`config.mk`:
```
export PLATFORM = sky130hd
export DESIGN_NAME = multicycle_control
export DESIGN_NICKNAME = d
export VERILOG_FILES = /design/src/rtl/mips_ctrl_pkg.sv /design/src/rtl/multicycle_control_alu_op_decoder.sv /design/src/rtl/multicycle_control.sv
export SDC_FILE = /design/constraint.sdc
export NUM_CORES = 1
export LEC_CHECK = 0
export ABC_AREA = 0
export CAP_MARGIN = 20
export CORE_MARGIN = 2
export CORE_UTILIZATION = 33
export CTS_BUF_LIST = sky130_fd_sc_hd__clkbuf_2 sky130_fd_sc_hd__clkbuf_4 sky130_fd_sc_hd__clkbuf_8
export DETAILED_ROUTE_END_ITERATION = 8
export PLACE_DENSITY_LB_ADDON = 0.2
export SLEW_MARGIN = 0
export SYNTH_ARGS = -nofsm -noshare
export SYNTH_HDL_FRONTEND = slang
export SYNTH_SLANG_ARGS = --single-unit
```
`constraint.sdc`:
```
create_clock -name clk -period 2.11 [get_ports clk]
set_clock_uncertainty 0.2 [all_clocks]
set_input_delay 0.211 -clock clk [delete_from_list [all_inputs] [get_ports clk]]
set_output_delay 0.211 -clock clk [all_outputs]
set_load 0.02 [all_outputs]
```
`src/rtl/mips_ctrl_pkg.sv`:
```
// mips_ctrl_pkg: shared constants for the multi-cycle MIPS control path.
//   Opcode / funct encodings, ALU function codes, branch_kind codes,
//   FSM state encoding (also exported on the debug 'state' port) and small
//   decode helpers used by multicycle_control and alu_op_decoder.
package mips_ctrl_pkg;

  localparam logic [5:0] OP_RTYPE = 6'b000000;
  localparam logic [5:0] OP_BGEZ  = 6'b000001;
  localparam logic [5:0] OP_J     = 6'b000010;
  localparam logic [5:0] OP_JAL   = 6'b000011;
  localparam logic [5:0] OP_BEQ   = 6'b000100;
  localparam logic [5:0] OP_BNE   = 6'b000101;
  localparam logic [5:0] OP_BLEZ  = 6'b000110;
  localparam logic [5:0] OP_BGTZ  = 6'b000111;
  localparam logic [5:0] OP_ADDI  = 6'b001000;
  localparam logic [5:0] OP_ADDIU = 6'b001001;
  localparam logic [5:0] OP_SLTI  = 6'b001010;
  localparam logic [5:0] OP_ANDI  = 6'b001100;
  localparam logic [5:0] OP_ORI   = 6'b001101;
  localparam logic [5:0] OP_XORI  = 6'b001110;
  localparam logic [5:0] OP_LUI   = 6'b001111;
  localparam logic [5:0] OP_LB    = 6'b100000;
  localparam logic [5:0] OP_LW    = 6'b100011;
  localparam logic [5:0] OP_SB    = 6'b101000;
  localparam logic [5:0] OP_SW    = 6'b101011;

  localparam logic [5:0] FN_SYSCALL = 6'b001100;

  localparam logic [5:0] ALU_ADD  = 6'b100000;
  localparam logic [5:0] ALU_ADDU = 6'b100001;
  localparam logic [5:0] ALU_SUB  = 6'b100010;
  localparam logic [5:0] ALU_AND  = 6'b100100;
  localparam logic [5:0] ALU_OR   = 6'b100101;
  localparam logic [5:0] ALU_XOR  = 6'b100110;
  localparam logic [5:0] ALU_SLT  = 6'b101010;
  localparam logic [5:0] ALU_LUI  = 6'b001111;

  localparam logic [2:0] BK_BEQ  = 3'd0;
  localparam logic [2:0] BK_BNE  = 3'd1;
  localparam logic [2:0] BK_BLEZ = 3'd2;
  localparam logic [2:0] BK_BGTZ = 3'd3;
  localparam logic [2:0] BK_BGEZ = 3'd4;

  typedef enum logic [3:0] {
    S_FETCH    = 4'd0,
    S_DECODE   = 4'd1,
    S_EXEC_R   = 4'd2,
    S_WB_R     = 4'd3,
    S_EXEC_I   = 4'd4,
    S_WB_I     = 4'd5,
    S_MEM_ADDR = 4'd6,
    S_MEM_RD   = 4'd7,
    S_WB_MEM   = 4'd8,
    S_MEM_WR   = 4'd9,
    S_BRANCH   = 4'd10,
    S_JUMP     = 4'd11,
    S_JAL_LINK = 4'd12,
    S_HALT     = 4'd13,
    S_ERROR    = 4'd14
  } state_t;

  // Successor of DECODE for a given instruction.
  function automatic state_t decode_next(input logic [5:0] op, input logic [5:0] fn);
    case (op)
      OP_RTYPE: return (fn == FN_SYSCALL) ? S_HALT : S_EXEC_R;
      OP_ADDI, OP_ADDIU, OP_ANDI, OP_ORI, OP_XORI, OP_SLTI, OP_LUI: return S_EXEC_I;
      OP_LW, OP_LB, OP_SW, OP_SB: return S_MEM_ADDR;
      OP_BEQ, OP_BNE, OP_BLEZ, OP_BGTZ, OP_BGEZ: return S_BRANCH;
      OP_J: return S_JUMP;
      OP_JAL: return S_JAL_LINK;
      default: return S_ERROR;
    endcase
  endfunction

  function automatic logic [5:0] imm_alu_op(input logic [5:0] op);
    case (op)
      OP_ADDIU: return ALU_ADDU;
      OP_ANDI:  return ALU_AND;
      OP_ORI:   return ALU_OR;
      OP_XORI:  return ALU_XOR;
      OP_SLTI:  return ALU_SLT;
      OP_LUI:   return ALU_LUI;
      default:  return ALU_ADD;
    endcase
  endfunction

  function automatic logic [2:0] branch_kind_of(input logic [5:0] op);
    case (op)
      OP_BNE:  return BK_BNE;
      OP_BLEZ: return BK_BLEZ;
      OP_BGTZ: return BK_BGTZ;
      OP_BGEZ: return BK_BGEZ;
      default: return BK_BEQ;
    endcase
  endfunction

  function automatic logic is_store(input logic [5:0] op);
    return (op == OP_SW) || (op == OP_SB);
  endfunction

endpackage

```
`src/rtl/multicycle_control_alu_op_decoder.sv`:
```
// alu_op_decoder: combinational ALU function select for the multi-cycle FSM.
//   state  : current FSM state
//   opcode : opcode latched in DECODE
//   func   : funct latched in DECODE
//   alu_op : ALU function code (R-type passes funct through)
module alu_op_decoder
  import mips_ctrl_pkg::*;
#(
  parameter int unsigned ALU_OP_W = 6
) (
  input  state_t              state,
  input  logic [5:0]          opcode,
  input  logic [5:0]          func,
  output logic [ALU_OP_W-1:0] alu_op
);

  always_comb begin
    alu_op = '0;
    case (state)
      // FETCH: PC+4, DECODE: branch target, MEM_ADDR: rs+imm
      S_FETCH, S_DECODE, S_MEM_ADDR: alu_op = ALU_OP_W'(ALU_ADD);
      S_EXEC_R:                      alu_op = ALU_OP_W'(func);
      S_EXEC_I:                      alu_op = ALU_OP_W'(imm_alu_op(opcode));
      S_BRANCH:                      alu_op = ALU_OP_W'(ALU_SUB);
      default:                       alu_op = '0;
    endcase
  end

endmodule

```
`src/rtl/multicycle_control.sv`:
```
// multicycle_control: multi-cycle MIPS control FSM.
//   Sequences FETCH/DECODE/EXECUTE/MEM/WB, drives datapath strobes per state,
//   waits on mem_ready with an optional timeout, flags illegal opcodes
//   (illegal_op), memory timeouts (bus_err) and SYSCALL (halted).
// Ports:
//   clk, rst (sync, active high); opcode/func from IR (sampled in DECODE);
//   mem_ready handshake; PC controls pc_write/pc_write_cond/pc_source/
//   branch_kind; memory controls ir_write/mem_read/mem_write_en/i_or_d;
//   ALU controls alu_src_a/alu_src_b/alu_op; register file controls
//   reg_dst/mem_to_reg/reg_write; debug state; sticky flags.
// Configuration: define JAL_LINK_EN to make JAL write PC+4 into $31;
//   otherwise JAL behaves exactly like J.
module multicycle_control
  import mips_ctrl_pkg::*;
#(
  parameter int unsigned OPCODE_W    = 6,
  parameter int unsigned FUNCT_W     = 6,
  parameter int unsigned ALU_OP_W    = 6,
  parameter int unsigned MEM_TIMEOUT = 64
) (
  input  logic                clk,
  input  logic                rst,
  input  logic [OPCODE_W-1:0] opcode,
  input  logic [FUNCT_W-1:0]  func,
  input  logic                mem_ready,
  output logic                pc_write,
  output logic                pc_write_cond,
  output logic [1:0]          pc_source,
  output logic [2:0]          branch_kind,
  output logic                ir_write,
  output logic                mem_read,
  output logic                mem_write_en,
  output logic                i_or_d,
  output logic                alu_src_a,
  output logic [1:0]          alu_src_b,
  output logic [ALU_OP_W-1:0] alu_op,
  output logic [1:0]          reg_dst,
  output logic [1:0]          mem_to_reg,
  output logic                reg_write,
  output logic [3:0]          state,
  output logic                illegal_op,
  output logic                bus_err,
  output logic                halted
);

  localparam int unsigned WAIT_W = (MEM_TIMEOUT < 2) ? 1 : $clog2(MEM_TIMEOUT);
  localparam logic [WAIT_W-1:0] WAIT_LIMIT = WAIT_W'(MEM_TIMEOUT - 1);

  state_t              state_q, state_d;
  logic [5:0]          op_q, fn_q;
  logic [WAIT_W-1:0]   wait_cnt, wait_d;
  logic                waiting, timeout_hit;
  logic                set_illegal, set_bus, set_halt;
  logic [ALU_OP_W-1:0] dec_alu_op;

  assign state = state_q;

  alu_op_decoder #(.ALU_OP_W(ALU_OP_W)) u_alu_op_decoder (
    .state  (state_q),
    .opcode (op_q),
    .func   (fn_q),
    .alu_op (dec_alu_op)
  );

  always_ff @(posedge clk) begin
    if (rst) begin
      state_q    <= S_FETCH;
      wait_cnt   <= '0;
      op_q       <= '0;
      fn_q       <= '0;
      illegal_op <= 1'b0;
      bus_err    <= 1'b0;
      halted     <= 1'b0;
    end else begin
      state_q  <= state_d;
      wait_cnt <= wait_d;
      if (state_q == S_DECODE) begin
        op_q <= 6'(opcode);
        fn_q <= 6'(func);
      end
      if (set_illegal) illegal_op <= 1'b1;
      if (set_bus)     bus_err    <= 1'b1;
      if (set_halt)    halted     <= 1'b1;
    end
  end

  // The limit cycle itself counts as a wait cycle, so the FSM leaves for
  // ERROR after exactly MEM_TIMEOUT cycles without mem_ready.
  assign waiting     = (state_q == S_FETCH) || (state_q == S_MEM_RD) || (state_q == S_MEM_WR);
  assign timeout_hit = (MEM_TIMEOUT != 0) && waiting && !mem_ready && (wait_cnt == WAIT_LIMIT);

  always_comb begin
    state_d     = state_q;
    set_illegal = 1'b0;
    set_bus     = 1'b0;
    set_halt    = 1'b0;
    wait_d      = (MEM_TIMEOUT != 0 && waiting && !mem_ready) ? wait_cnt + WAIT_W'(1) : '0;
    case (state_q)
      S_FETCH:    if (mem_ready) state_d = S_DECODE;
      S_DECODE: begin
        state_d     = decode_next(6'(opcode), 6'(func));
        set_illegal = (state_d == S_ERROR);
        set_halt    = (state_d == S_HALT);
      end
      S_EXEC_R:   state_d = S_WB_R;
      S_EXEC_I:   state_d = S_WB_I;
      S_MEM_ADDR: state_d = is_store(op_q) ? S_MEM_WR : S_MEM_RD;
      S_MEM_RD:   if (mem_ready) state_d = S_WB_MEM;
      S_MEM_WR:   if (mem_ready) state_d = S_FETCH;
      S_WB_R, S_WB_I, S_WB_MEM, S_BRANCH, S_JUMP, S_JAL_LINK: state_d = S_FETCH;
      S_HALT, S_ERROR: state_d = state_q;
      default:    state_d = S_ERROR;
    endcase
    if (timeout_hit) begin
      state_d = S_ERROR;
      set_bus = 1'b1;
    end
  end

  always_comb begin
    pc_write      = 1'b0;
    pc_write_cond = 1'b0;
    pc_source     = 2'd0;
    branch_kind   = 3'd0;
    ir_write      = 1'b0;
    mem_read      = 1'b0;
    mem_write_en  = 1'b0;
    i_or_d        = 1'b0;
    alu_src_a     = 1'b0;
    alu_src_b     = 2'd0;
    reg_dst       = 2'd0;
    mem_to_reg    = 2'd0;
    reg_write     = 1'b0;
    alu_op        = rst ? '0 : dec_alu_op;
    if (!rst) begin
      case (state_q)
        S_FETCH: begin
          mem_read = 1'b1;
          if (mem_ready) begin
            ir_write  = 1'b1;
            pc_write  = 1'b1;
            alu_src_b = 2'd1;
          end
        end
        S_DECODE:   alu_src_b = 2'd3;
        S_EXEC_R:   alu_src_a = 1'b1;
        S_WB_R: begin
          reg_dst   = 2'd1;
          reg_write = 1'b1;
        end
        S_EXEC_I: begin
          alu_src_a = 1'b1;
          alu_src_b = 2'd2;
        end
        S_WB_I:     reg_write = 1'b1;
        S_MEM_ADDR: begin
          alu_src_a = 1'b1;
          alu_src_b = 2'd2;
        end
        S_MEM_RD: begin
          mem_read = 1'b1;
          i_or_d   = 1'b1;
        end
        S_WB_MEM: begin
          mem_to_reg = 2'd1;
          reg_write  = 1'b1;
        end
        S_MEM_WR: begin
          mem_write_en = 1'b1;
          i_or_d       = 1'b1;
        end
        S_BRANCH: begin
          alu_src_a     = 1'b1;
          pc_write_cond = 1'b1;
          pc_source     = 2'd1;
          branch_kind   = branch_kind_of(op_q);
        end
        S_JUMP: begin
          pc_write  = 1'b1;
          pc_source = 2'd2;
        end
        S_JAL_LINK: begin
          pc_write  = 1'b1;
          pc_source = 2'd2;
`ifdef JAL_LINK_EN
          reg_dst    = 2'd2;
          mem_to_reg = 2'd2;
          reg_write  = 1'b1;
`endif
        end
        default: ;
      endcase
    end
  end

endmodule
```
==> tab_implementation.tex, run 1 <==
\begin{tabular}{lr}
\hline
Metric & Value \\
\hline
\multicolumn{2}{l}{\textbf{STA}} \\
Finish-stage setup viols & 1 \\
Highest achievable clock rate & 469 MHz \\
Shortest clock period the worst path allows after layout & 2130 ps \\
Final setup margin & -21.0 ps \\
Fin crit share & 1.01 \\
Max-slew violation count & 0 \\
Final Hold Vio Count & 0 \\
Setup repair after global routing missed its margin & true \\
\multicolumn{2}{l}{\textbf{CTS}} \\
Later-pin clock latency in the skew report & between 200 and 300 ps \\
Clock tree from TritonCTS & yes \\
Cell chosen for the clock root & clkbuf\_8 \\
Clock-pin slew on the worst setup and hold paths & roughly 90 ps \\
Clock Sink Count & 25 \\
H-tree depth & 1 \\
Buffer depth of the longest clock path & 2 \\
Num CTS Buffers & 3 \\
\multicolumn{2}{l}{\textbf{Die}} \\
Area of the die & 5840 um2 \\
I/O pin cnt & 47 \\
Standard-cell row count & 26 \\
Y dimension of the die & between 70 and 80 um \\
Die X-Extent & between 70 and 80 um \\
Core outline area & 5070 um2 \\
Effective utilization at floorplan & 0.341 \\
\multicolumn{2}{l}{\textbf{Synth}} \\
Synthesized area & between 1500 and 2000 um2 \\
Warning count from the yosys run & 0 \\
List of most frequent post-synthesis cells & nand2\_1, nor2\_1, dfxtp\_1 \\
Number of storage elements in the synthesis netlist & 25 \\
Number of different library cells in the post-synthesis netlist & slightly above 50 \\
Instance count of the mapped netlist & 249 \\
Top area cells in the synthesized netlist & dfxtp\_1, nand2\_1, nor2\_1 \\
Post-synth EDFFs & 0 \\
Syn\_area\_per\_cell & around 7.0 um2 \\
Cell type with the highest aggregate area in the netlist & dfxtp\_1 \\
Cell with the most instances after synthesis & nand2\_1 \\
Area share of the largest cell type after synthesis & 0.289 \\
Post-synth ARST share & 0 \\
Main flop type after synthesis & dfxtp\_1 \\
Portion of the post-synthesis area used by sequential elements & 0.289 \\
\multicolumn{2}{l}{\textbf{Place}} \\
Number of input and output port buffers inserted & 44 \\
Detailed placer's ending HPWL & 3700 um \\
Total cell area at the placement stage & $\sim$2500 um2 \\
Global placement routability congestion & 0.823 \\
\multicolumn{2}{l}{\textbf{Drt}} \\
First DRT Iteration DRCs & 96 \\
Overall via count from detail\_route & around 2000 \\
Final ANT Viol Nets & 0 \\
Final routed DRC violation total & 0 \\
Drt wl/cell & approximately 12 um \\
Total Routed Length & 4840 um \\
Drt first pass iters & 4 \\
Post-detailed-route via-to-cell ratio & 4.99 \\
\multicolumn{2}{l}{\textbf{Pwr}} \\
Leakage Power & approximately 1.1 nW \\
Share of power burned in combinational logic & 0.630 \\
Register share of total power & 0.265 \\
Maximum resistive drop on vdd & 0.368 mV \\
Clock group share of total power & 0.105 \\
Total Power Consumption & 2.62 mW \\
Internal power component & 1.53 mW \\
Power density over the cells & 992 nW/um2 \\
Fraction of power spent switching nets & 0.416 \\
Net switching power of the design & 1.09 mW \\
\multicolumn{2}{l}{\textbf{GRT}} \\
Global-route wire length before repair & approximately 8000 um \\
Vias in the first global route & 1743 \\
Overall Global Routing Usage & 0.162 \\
Antenna violations before repair & 0 \\
Overflow after GRT & 0 \\
Pin count of the biggest net entering global routing & 32 \\
\multicolumn{2}{l}{\textbf{Critical path}} \\
Critical path fanouts, max & 2 \\
Category of the most critical setup path & in -> reg \\
Endpoint required time on the critical path & around 2000 ps \\
Category of the worst setup path launch point & primary input \\
Worst path arrival time & 2090 ps \\
Cell depth of the worst flop-to-flop path & 7 \\
Flop2flop setup slack & roughly 70 ps \\
Critical path endpoint category & register \\
\multicolumn{2}{l}{\textbf{Finish}} \\
Fill cell count & 511 \\
\# nets final & 343 \\
Antenna Cells & 0 \\
Final instance area & roughly 2600 um2 \\
Fraction of final layout cells sized beyond drive strength 1 & 0.316 \\
Layout overhead on the synthesized area & 52.7\% \\
\multicolumn{2}{l}{\textbf{Min path}} \\
Kind of path behind the tightest hold check & reg -> reg \\
Depth of the worst hold-timing path & 1 \\
\multicolumn{2}{l}{\textbf{Status}} \\
Status & finished with violations \\
Failing checks & negative setup slack \\
\multicolumn{2}{l}{\textbf{Flow run}} \\
Number of maximum-capacitance violations & 0 \\
\hline
\end{tabular}
[power by group through the flow]
stage / combinational, mW / clock (mW) / sequential [mW]
floorplan: 0.877 / 0 / 0.674
global placement: 1.53 / 0 / 0.682
detailed placement: 1.54 / 0 / 0.681
CTS: 1.57 / 0.280 / 0.687
global route: 1.80 / 0.305 / 0.713
finish: 1.65 / 0.275 / 0.696
[worst paths after layout]
kind | startpoint | to
min | wait_cnt[0]$_SDFF_PP0_ | wait_cnt[0]$_SDFF_PP0_
max | func[4] | state[2]$_SDFFE_PP0P_
max reg2reg | state[0]$_SDFFE_PP0P_ | state[0]$_SDFFE_PP0P_
min reg2reg | wait_cnt[0]$_SDFF_PP0_ | wait_cnt[0]$_SDFF_PP0_
[logic make-up after synthesis]
group                    share of synthesized area
AND/OR/NAND/NOR                              0.343
AO/OA/AOI/OAI                                0.236
buffers and inverters                       0.0853
flip-flops                                   0.289
XOR/XNOR                                    0.0303
adder cells (fa/ha/maj)                    0.00722
other                                      0.00217
multiplexers                               0.00650
[state kept, by name, summed over array words and instances, names as in the netlist]
signal and flops:
state 4, halted 1, bus_err 1, op_q 6, illegal_op 1, fn_q 6, wait_cnt 6
[critical path, cell delays in order]
cell and delay (ps):
clkdlybuf4s50_1 430, nand4bb_4 240, or4b_2 660, a21oi_2 140
o41ai_1 100, a221oi_1 310
[timing repair]
item | CTS | global route
hold buffers | 0 | 0
setup buffers | 1 | 4
pin swaps | 0 | 7
gates resized for setup | 69 | 32
setup endpoints to repair | 25 | 23
[cell usage in the layout, fill, tap and decap left out, types with 8 or more instances in the layout]
cell,netlist,layout
nand2_1,34,34
clkdlybuf4s50_1,0,21
a21oi_1,21,20
dfxtp_1,25,21
buf_2,4,9
buf_4,3,51
nor3_1,8,8
nand2b_1,9,9
nor2_1,32,28
o21ai_0,12,10
[cell type report]
| cell class | instances | area (um2) | share of cell area |
|---|---|---|---|
| Clock buffer | 3 | 41.3 | 0.0156 |
| Clock inverter | 1 | 5.00 | 0.00189 |
| Inverter | 7 | 26.3 | 0.00994 |
| Multi-Input combinational cell | 192 | 1170 | 0.444 |
| Sequential cell | 25 | 513 | 0.194 |
| Tap cell | 70 | 87.6 | 0.0331 |
| Timing Repair Buffer | 98 | 796 | 0.301 |
[per-layer routing]
layer,global-route usage,share of wire,up-vias
met5,0,0,-
met2,0.276,0.47,45
met1,0.214,0.48,908
li1,-,-,1019
met4,0.0436,0.0087,0
met3,0.0225,0.040,4
[stage by stage]
step | util | instances | setup WS (ps) | setup TNS, ps | hold slack [ps]
6_report | 0.521 | 396 | -21.0 | -21.0 | 256
5_1_grt | 0.521 | 396 | -60.4 | -146 | 289
4_1_cts | 0.513 | 392 | -5.70 | -5.70 | 260
3_5_place_dp | 0.500 | 387 | -453 | -4770 | 240
3_3_place_gp | 0.500 | 387 | -401 | -4610 | 233
2_1_floorplan | - | 250 | 0.911 | 0 | 147
Note: power is estimated with default switching activity, not from simulation.
==> run 2: changes to the inputs <==
Clock period 2.11 ns to 1.8 ns, I/O delays scaled along.
==> tab_implementation.tex, run 2 (synthesis gave the netlist of run 1 again) <==
\begin{tabular}{lr}
\hline
Metric & Value \\
\hline
\multicolumn{2}{l}{\textbf{STA}} \\
Fin crit share & 1.15 \\
Final Hold Vio Count & 0 (unchanged) \\
Finish-stage setup viols & 30 (+29) \\
Final setup margin & -271 ps (-250 ps) \\
Shortest clock period the worst path allows after layout & 2070 ps \\
Max-slew violation count & 0 (unchanged) \\
Setup repair after global routing missed its margin & true \\
Highest achievable clock rate & around 480 MHz \\
Hold slack final & 2.80 ps (-254 ps) \\
\multicolumn{2}{l}{\textbf{Critical path}} \\
Endpoint required time on the critical path & 1420 ps (-640 ps) \\
Critical path fanouts, max & 3 (+1) \\
Worst path arrival time & 1690 ps (-400 ps) \\
End of the worst register-to-register path & state[0]\$\_SDFFE\_PP0P\_ \\
Category of the most critical setup path & reg -> out \\
Number of buffer and inverter instances along the worst setup path & 2 (+1) \\
Top cell by count, worst path & or2\_4 \\
CP Cell Sequence & or2\_4, or4\_4, inv\_4, or2\_4, buf\_6 \\
Critical path endpoint category & primary output \\
Cell depth of the worst flop-to-flop path & 7 (unchanged) \\
Peak per-stage delay on the critical path & 550 ps (-110 ps) \\
Flop2flop setup slack & -260 ps (-330 ps) \\
Standard cell with the maximum stage delay on the critical path & or4\_4 \\
Kind of cell with the highest combined delay on the critical path & simple AND/OR/NAND/NOR gates \\
Category of the worst setup path launch point & register \\
R2R Path Start & state[1]\$\_SDFFE\_PP0P\_ \\
\multicolumn{2}{l}{\textbf{Pwr}} \\
Maximum resistive drop on vdd & 0.532 mV (+44\%) \\
Leakage Power & 1.28 nW (+14\%) \\
Total Power Consumption & 3.49 mW (+33\%) \\
Power density over the cells & 1180 nW/um2 (+19\%) \\
\multicolumn{2}{l}{\textbf{Die}} \\
Area of the die & 5840 um2 (unchanged) \\
Y dimension of the die & 76.4 um (unchanged) \\
Standard-cell row count & 26 (unchanged) \\
Core outline area & 5070 um2 (unchanged) \\
I/O pin cnt & 47 (unchanged) \\
Die X-Extent & 76.4 um (unchanged) \\
Effective utilization at floorplan & 0.341 (unchanged) \\
\multicolumn{2}{l}{\textbf{Min path}} \\
Depth of the worst hold-timing path & 3 (+2) \\
Kind of path behind the tightest hold check & in -> reg \\
Worst hold start & func[4] \\
Hold Path Sink & fn\_q[4]\$\_SDFFE\_PP0P\_ \\
\multicolumn{2}{l}{\textbf{Status}} \\
Failing checks & negative setup slack \\
Status & finished with violations \\
\multicolumn{2}{l}{\textbf{GRT}} \\
Overflow after GRT & 0 (unchanged) \\
Vias in the first global route & 1846 (+5.9\%) \\
Antenna violations before repair & 0 (unchanged) \\
Global-route wire length before repair & 8660 um (+8.5\%) \\
Overall Global Routing Usage & 0.176 (+0.0133) \\
Pin count of the biggest net entering global routing & 19 (-41\%) \\
\multicolumn{2}{l}{\textbf{Finish}} \\
\# nets final & 355 (+3.5\%) \\
Commonest cells after routing, fill and taps aside & buf\_4, nand2\_1, nor2\_1 \\
Register Area & 508 um2 (-0.98\%) \\
Registers with the most flip-flops & fn\_q (6), op\_q (6), wait\_cnt (6) \\
Combined area of the multi-input logic cells & 1340 um2 (+14\%) \\
Final instance area & 2970 um2 (+12\%) \\
Layout overhead on the synthesized area & 71.2\% \\
Fill cell count & 512 (+0.20\%) \\
Final Util & 0.584 (+0.0634) \\
Antenna Cells & 0 (unchanged) \\
Most common cell after layout, fill and taps aside & buf\_4 \\
Fraction of final layout cells sized beyond drive strength 1 & 0.453 (+0.137) \\
\multicolumn{2}{l}{\textbf{Drt}} \\
Drt wl/cell & 13.1 um (+7.4\%) \\
Final routed DRC violation total & 0 (unchanged) \\
Overall via count from detail\_route & 2021 (+2.3\%) \\
Drt first pass iters & 4 (unchanged) \\
First DRT Iteration DRCs & 97 (+1.0\%) \\
Post-detailed-route via-to-cell ratio & 4.95 (-0.73\%) \\
Total Routed Length & 5360 um (+11\%) \\
Final ANT Viol Nets & 0 (unchanged) \\
\multicolumn{2}{l}{\textbf{CTS}} \\
Clock-pin slew on the worst setup and hold paths & 80 ps (about the same) \\
Later-pin clock latency in the skew report & 260 ps (about the same) \\
Clock Sink Count & 25 (unchanged) \\
Clock tree from TritonCTS & yes \\
Buffer depth of the longest clock path & 2 (unchanged) \\
Num CTS Buffers & 3 (unchanged) \\
Cell chosen for the clock root & clkbuf\_8 \\
H-tree depth & 1 (unchanged) \\
\multicolumn{2}{l}{\textbf{Flow run}} \\
Number of maximum-capacitance violations & 0 (unchanged) \\
\multicolumn{2}{l}{\textbf{Place}} \\
Total cell area at the placement stage & 2650 um2 (+4.4\%) \\
Global placement routability congestion & 0.799 (-2.9\%) \\
Number of input and output port buffers inserted & 44 (unchanged) \\
Place WS & -645 ps (-192 ps) \\
Detailed placer's ending HPWL & 3900 um (+5.3\%) \\
\hline
\end{tabular}
## run 2: cell count changes in the layout (fill, tap and decap cells not counted), moves of 5 or more
cell | previous run | this run
nand2b_4 | 0 | 5
nor2_2 | 4 | 9
buf_2 | 9 | 3
nand2_1 | 34 | 27
buf_6 | 3 | 13
nor2_1 | 28 | 22
clkdlybuf4s50_1 | 21 | 12
nand2b_1 | 9 | 4
nand2_2 | 0 | 7
buf_4 | 51 | 69
## run 2: area by class of cell
cell class / instances / share of cell area
multi-input cells: 192 / 0.451
repair buffers: 110 / 0.322
flip-flops and latches: 25 / 0.171
well taps: 70 / 0.0295
clock buffers: 4 / 0.0165
inverters: 7 / 0.00970
## run 2: stage by stage
step	instances	TNS, ps
global placement	394	-11320
CTS	402	-2620
global route	408	-6190
finish	408	-4020
floorplan	250	-629
detailed placement	394	-11530
## run 2: routing by layer
metal,wire length (um),share of wire,global-route usage,vias to the layer above
met1,2450,0.46,0.237,946
li1,-,-,-,1036
met2,2730,0.51,0.299,37
met4,34,0.0063,0.0491,0
met5,0,0,0,-
met3,146,0.027,0.0154,2
## run 2: worst max-delay path by stage
stage | from | to | slack, ps | depth (start not counted)
final | state[1]$_SDFFE_PP0P_ | pc_write | -270 | 5
after global routing | state[2]$_SDFFE_PP0P_ | pc_write | -330 | 5
after CTS | state[1]$_SDFFE_PP0P_ | state[0]$_SDFFE_PP0P_ | -260 | 7
after detailed placement | rst | branch_kind[2] | -640 | 6
after global placement | mem_ready | pc_write | -620 | 6
after floorplan | state[2]$_SDFFE_PP0P_ | pc_write | -200 | 6
## run 2: what timing repair did
action                                  4_1_cts  5_1_grt
pin swaps                                     7       14
endpoints found under the hold margin         0        0
hold buffers                                  0        0
cloned                                        0        1
endpoints found under the setup margin       36       47
buffers inserted                              4        5
gates resized for setup                     141       41
## run 2: power breakdown
part,internal (mW),switching [mW]
clock network,0.173,0.160
registers,0.681,0.0919
logic,1.19,1.20
## run 2: tightest hold or removal path: stages
cell	delay (ps)
dlymetal6s2s_1	130
nand2_1	60
a21oi_1	50
